--- config.mk ---
export PLATFORM = sky130hd
export DESIGN_NAME = count_ctrl
export DESIGN_NICKNAME = d
export VERILOG_FILES = /design/src/rtl/count_pkg.sv /design/src/rtl/count_next.sv /design/src/rtl/count_ctrl.sv
export SDC_FILE = /design/constraint.sdc
export NUM_CORES = 1
export LEC_CHECK = 0
export BUFFER_PORTS_ARGS = -buffer_cell sky130_fd_sc_hd__buf_2
export CORE_MARGIN = 2
export CORE_UTILIZATION = 57
export DETAILED_ROUTE_END_ITERATION = 12
export PLACE_DENSITY = 0.85
export SKIP_LAST_GASP = 1
export SLEW_MARGIN = 20
export SYNTH_ARGS = -nofsm -noshare
export SYNTH_HDL_FRONTEND = slang
export SYNTH_SLANG_ARGS = --single-unit
--- constraint.sdc ---
create_clock -name clk -period 5.25 [get_ports clk]
set_input_delay 1.05 -clock clk [delete_from_list [all_inputs] [get_ports clk]]
set_output_delay 1.05 -clock clk [all_outputs]
set_load 0.01 [all_outputs]
--- src/rtl/count_pkg.sv ---
// count_pkg: command op encoding, controller state enum and default counter width
package count_pkg;
  localparam int WIDTH_DEF = 16;
  typedef enum logic [1:0] {OP_CLEAR = 2'd0, OP_LOAD = 2'd1, OP_RUN = 2'd2, OP_STOP = 2'd3} op_t;
  typedef enum logic [1:0] {S_IDLE = 2'd0, S_RUN = 2'd1, S_DONE = 2'd2} state_t;
endpackage

--- src/rtl/count_next.sv ---
// count_next: counter next value (in cnt, clear, load, load_data, inc; out nxt, wrap), priority clear > load > inc
module count_next #(
  parameter int WIDTH = 16
) (
  input  logic [WIDTH-1:0] cnt,
  input  logic             clear,
  input  logic             load,
  input  logic [WIDTH-1:0] load_data,
  input  logic             inc,
  output logic [WIDTH-1:0] nxt,
  output logic             wrap
);
  always_comb begin
    nxt  = clear ? '0 : load ? load_data : inc ? cnt + WIDTH'(1) : cnt;
    wrap = ~clear & ~load & inc & (&cnt);
  end
endmodule

--- src/rtl/count_ctrl.sv ---
// count_ctrl: CLEAR/LOAD/RUN/STOP command sequencer owning the counter (cmd_* valid/ready in, cnt_q/busy/tc_pulse out, done_* valid/ready report)
module count_ctrl
  import count_pkg::*;
#(
  parameter int WIDTH = WIDTH_DEF
) (
  input  logic             clk,
  input  logic             rst,
  input  logic             cmd_valid,
  output logic             cmd_ready,
  input  logic [1:0]       cmd_op,
  input  logic [WIDTH-1:0] cmd_data,
  input  logic [WIDTH-1:0] cmd_len,
  output logic [WIDTH-1:0] cnt_q,
  output logic             busy,
  output logic             tc_pulse,
  output logic             done_valid,
  input  logic             done_ready,
  output logic [WIDTH-1:0] done_count
);
  state_t state, state_n;
  logic [WIDTH-1:0] cnt, cnt_n, rem, dcnt;
  logic acc, idle_acc, run_acc, stop, inc, clr, ld, wrap, tc;
  always_comb begin
    cmd_ready = (state == S_IDLE) || (state == S_RUN && cmd_op == OP_STOP);
    acc       = cmd_valid & cmd_ready;
    idle_acc  = acc & (state == S_IDLE);
    clr       = idle_acc & (cmd_op == OP_CLEAR);
    ld        = idle_acc & (cmd_op == OP_LOAD);
    run_acc   = idle_acc & (cmd_op == OP_RUN);
    stop      = acc & (state == S_RUN);
    inc       = (state == S_RUN) & ~stop;
    state_n   = run_acc ? (cmd_len == '0 ? S_DONE : S_RUN) :
                (state == S_RUN && (stop || rem == WIDTH'(1))) ? S_DONE :
                (state == S_DONE && done_ready) ? S_IDLE : state;
  end
  count_next #(.WIDTH(WIDTH)) u_next (
    .cnt       (cnt),
    .clear     (clr),
    .load      (ld),
    .load_data (cmd_data),
    .inc       (inc),
    .nxt       (cnt_n),
    .wrap      (wrap)
  );
  always_ff @(posedge clk or posedge rst) begin
    if (rst) begin
      state <= S_IDLE;
      cnt   <= '0;
      rem   <= '0;
      dcnt  <= '0;
      tc    <= 1'b0;
    end else begin
      state <= state_n;
      cnt   <= cnt_n;
      tc    <= wrap;
      if (run_acc) begin
        rem  <= cmd_len;
        dcnt <= '0;
      end else if (inc) begin
        rem  <= rem - WIDTH'(1);
        dcnt <= dcnt + WIDTH'(1);
      end
    end
  end
  assign cnt_q      = cnt;
  assign busy       = (state == S_RUN);
  assign tc_pulse   = tc;
  assign done_valid = (state == S_DONE);
  assign done_count = dcnt;
endmodule

* Word-level counts from Yosys, hierarchy flattened
Index checks and enable logic that the tools add are counted.
** Storage, ports and cells
- Flip-flop bits (word level) :: 51
- Bits in latches :: 0
- Memory bits (writable) :: 0
- Bits in read-only memories :: 0
- Word-level logic and storage cells :: 50
- Memories kept :: 0
** Operators by class
- Add/subtract/negate cells :: 3
- Multiply operators :: 0
- Divide/modulo/power cells :: 0
- Order comparisons :: 0
- Eq/ne operators :: 6
- Shift operators :: 0
- Mux-type cells :: 11
- Bitwise operators :: 13
- Reduce and logical (&&, ||, !) cells :: 12
** Operators with widths (number)
- 2-to-1 mux 16 bit :: 7
- adder 16 x 1 -> 16 bit (second input constant) :: 2
- equality test 16 x 1 -> 1 bit (second input constant) :: 1
- zero test 16 bit :: 1
- AND reduction 16 bit :: 1
- subtractor 16 x 1 -> 16 bit (second input constant) :: 1
- bitwise AND 1 bit :: 10
- 2-to-1 mux 2 bit :: 4
- equality test 2 bit (second input constant) :: 3
- nonzero test 3 bit :: 2
- equality test 2 x 1 -> 1 bit (second input constant) :: 2
- zero test 2 bit :: 2
- logical AND 1 bit :: 3
- inverter 1 bit :: 3
- logical OR 1 bit :: 2
- nonzero test 2 bit :: 1

* Depth between registers and ports, before layout
- Depth in word-level cells :: 10
- Depth in mapped cells :: 8

* By module
Synthesis repeated with hierarchy kept, for this count alone.
** Second synthesis, totals
- Cell total of the unflattened synthesis :: 332
- Area total of the unflattened synthesis :: 3016.6 um^2
** Modules (own cells, without submodules)
- count_ctrl :: times used 1, cells an instance 233, area an instance 2353.5 um^2
- count_next :: times used 1, cells an instance 99, area an instance 663.1 um^2

* Worst setup path after synthesis
No wires, ideal clock.
- Path kind :: in2out
- From :: in cmd_op[0]
- To :: out cmd_ready
- Arrival :: 1.634 ns
- Slack :: 2.566 ns
- Cell stages on the path :: 3
- Buffers on the path :: 1
- Cells stage by stage :: clkbuf_1 > nand2_1 > a21oi_1
** Between the ends
- Longest elaborated chain between the ends :: 3
** Ends and longest elaborated chain
- start: declaration :: RTL line count_ctrl.sv:11 : input logic [1:0] cmd_op,
- equality test 2 bit :: RTL line count_ctrl.sv:25 : cmd_ready = (state == S_IDLE) || (state == S_RUN && cmd_op == OP_STOP);
- logical AND 1 bit :: RTL line count_ctrl.sv:25
- logical OR 1 bit :: RTL line count_ctrl.sv:25
- end: declaration :: RTL line count_ctrl.sv:10 : output logic cmd_ready,
Every way passes these cells.

* Worst setup path in the final report
Ends and elaborated chain as after synthesis.

==> summary.txt <==
Floorplan
  – Die H: 75.7 um
  – Starting Density: 0.581
  – FP Rows: 26
  – Core ar.: 0.00504 sq mm
  – Die Span X: approximately 76 um
  – Boundary Pins: 74
  – Die Area: 0.00573 sq mm

Global route
  – Initial antenna violation count: 0
  – Largest net degree at the start of global routing: 52
  – First-pass GRT wire length: ~11 mm
  – GRT overflow: 0
  – Tot GR Track Use: 0.256
  – Vias in the first global route: between 2000 and 2500

Synthesis
  – Top-count cell post-synth: dfrtp_1
  – Cell accounting for the most synthesized area: dfrtp_1
  – Yosys reg bits: 51
  – Post-synth ARST share: 1.00
  – Synth Net Count: 376
  – Synth Warn #: 0
  – EDFF count, synth: 0
  – Yosys top cell area share: 0.436
  – Post-Synthesis Cell Area: 0.00293 sq mm
  – Top cells by area, synth: dfrtp_1, nand2_1, o21ai_0
  – Post-synth top cells: dfrtp_1, nand2_1, nor2_1
  – Syn Inst Count: between 300 and 400
  – Synth unique cells: 52
  – Main synth FF type: dfrtp_1
  – Avg Inst Size Synth: 8.77 sq um
  – Post-synthesis sequential area ratio: 0.436

Hold path
  – Hold path startpoint: rem[7]
  – Endpoint, Worst Hold: rem[7]
  – HP Class: reg -> reg
  – Hold depth: 2

CTS
  – Worst-skew pair later-pin latency: around 310 ps
  – Post-CTS setup buffers: 0
  – Clock transition at path regs: 100 ps
  – CTS tree: done
  – Post-cts sizing count: 0
  – CTS root buffer: clkbuf_8
  – Hold buffers post-CTS: 0
  – Inserted Clock Buffers: 5
  – Htree depth: 2
  – Clk sink count: 51
  – Clk buf depth: 2

Worst setup path
  – Required time worst endpoint: around 4200 ps
  – Reg2Reg Launch Point: rem[4]
  – Cell family with most CP delay: buffers and inverters
  – FF-to-FF path depth: 5
  – Setup Crit Path Kind: in -> out
  – CP peak stage delay: about 200 ps
  – Slowest cell on the critical path: buf_2
  – Buf+Inv Stages, Crit Path: 2
  – R2r setup slk: 2950 ps
  – Endpoint class of the critical path: output port
  – CP Max Fanout: 13
  – CP startpoint: cmd_op[0]
  – CP most frequent cell: buf_2
  – Worst R2R End: state[0]
  – Worst EP arrival: 1680 ps
  – CP Launch Type: input pin
  – Sequence of cells on the critical path: buf_2 -> nand2_1 -> a21oi_1 -> buf_2

Final layout
  – Cell area after layout: 0.00343 sq mm
  – Share of layout cells above drive strength 1: 0.235
  – Fin nets: 441
  – Antenna diode count: 0
  – Area growth syn-to-layout: 17.1%

Power and ir drop
  – Pwr/cell area: between 400 and 500 mW/mm^2
  – Part of the power in combinational logic: 0.373
  – Net Sw Frac: 0.415
  – Sw power: 606 uW
  – VDD IR-drop max: 0.263 mV
  – P_leak: 1.60 nW
  – Total design power: 1.46 mW
  – Clock power share: 0.162
  – Int Pwr: 853 uW
  – Flop pwr share: 0.465

Timing
  – RSZ-0062 raised after global routing: false
  – Total negative setup slack: 0 ps
  – Tcrit/Tclk final: 0.520
  – Relative slew slack: 0.412
  – Max Clk Rate: between 0.3 and 0.4 GHz
  – Final setup viols: 0
  – Final hold vios: 0
  – Slew Viols, Final: 0
  – Worst-Margin Slew: 879 ps
  – Minimum clock period after layout: 2730 ps
  – Clock skew: 6.50 ps

Route
  – Total detailed-routing wirelength: 7.05 mm
  – Number of vias per cell: 5.92
  – Initial DRC Count: 173
  – First drt pass iteration count: 5
  – Max Used Layer: met4
  – Met3 Wirelength: 383 um
  – DR WL/cell: 15.0 um
  – Vias: 2783
  – Metal1 wirelength: 3.25 mm
  – ANT nets after route: 0
  – # DRC: 0
  – Routed wl met2: 3.36 mm

Run status
  – Outcome: finished clean

Placement
  – Port bufs: 73
  – Hpwl dp: 5.09 mm
  – Routability Congestion: 0.901
  – Placed cell area: between 0.003 and 0.004 sq mm

Flow run
  – Max-Cap Viols: 0
[worst max path at each step]
stage	to	slack (ps)	cells past startpoint
after global routing	cmd_ready	2420	4
final	cmd_ready	2520	4
after global placement	rem[2]	2460	6
after CTS	cmd_ready	2510	4
after floorplan	cmd_ready	2570	3
after detailed placement	rem[2]	2430	6
[power groups by stage]
stage,clock [mW],combinational [mW],sequential [mW]
after detailed placement,0,0.542,0.679
final,0.236,0.544,0.679
after floorplan,0,0.380,0.653
after global routing,0.253,0.613,0.701
after global placement,0,0.526,0.673
after CTS,0.239,0.543,0.674
[stage by stage]
stage / setup WS, ps / instances / hold WS (ps) / utilization
3_3_place_gp: 2460 / 462 / 514 / 0.661
3_5_place_dp: 2430 / 462 / 528 / 0.661
4_1_cts: 2510 / 470 / 545 / 0.680
5_1_grt: 2420 / 470 / 585 / 0.680
2_1_floorplan: 2570 / 334 / 503 / -
6_report: 2520 / 470 / 539 / 0.680
[cells in the final DEF, fill, tap and decap left out, drive strengths merged, types with 2 or more instances in the layout]
cell,instances
a21bo,4
a21oi,19
a221o,3
a22o,5
a2bb2oi,2
and2,3
and3,7
and4,4
buf,74
clkbuf,5
clkinv,3
dfrtp,51
ha,4
inv,8
mux2,2
mux2i,2
nand2,42
nand2b,3
nand3,14
nand3b,2
nand4,8
nor2,33
nor2b,2
nor3,8
nor4,9
o211ai,4
o21ai,26
o22ai,2
o311ai,5
o31a,3
o31ai,2
or3,3
or4,5
xnor2,8
xor2,12
[registers in the layout, summed over array words and instances (netlist names)]
register,count
cnt_q,16
rem,16
done_count,16
tc_pulse,1
state,2
[kinds of logic after synthesis]
group | count (synthesis) | synth area share
AOI/OAI and AO/OA | 83 | 0.188
adders and majority gates | 4 | 0.0171
xor gates and xnor gates | 20 | 0.0598
buffers and inverters | 25 | 0.0325
and+or+nand+nor | 147 | 0.252
DFF | 51 | 0.436
muxes | 4 | 0.0145
[worst min-delay path, delay by kind of cell, from the launching register on]
family	cells	cell delay (ps)
and+or+nand+nor	1	50
DFF	1	390
AOI/OAI and AO/OA	1	60
[cell type report]
class	count	area [sq um]
Tap cell	70	87.6
Multi-Input combinational cell	258	1560
Inverter	9	35.0
Timing Repair Buffer	74	373
Clock inverter	3	25.0
Clock buffer	5	68.8
Fill cell	413	1610
Sequential cell	51	1280
[metal layers]
layer | global-route usage | vias up
met5 | 0 | -
met4 | 0.0799 | 0
met3 | 0.0556 | 5
met2 | 0.401 | 80
met1 | 0.358 | 1346
li1 | - | 1352
Note: power is estimated with default switching activity, not from simulation.
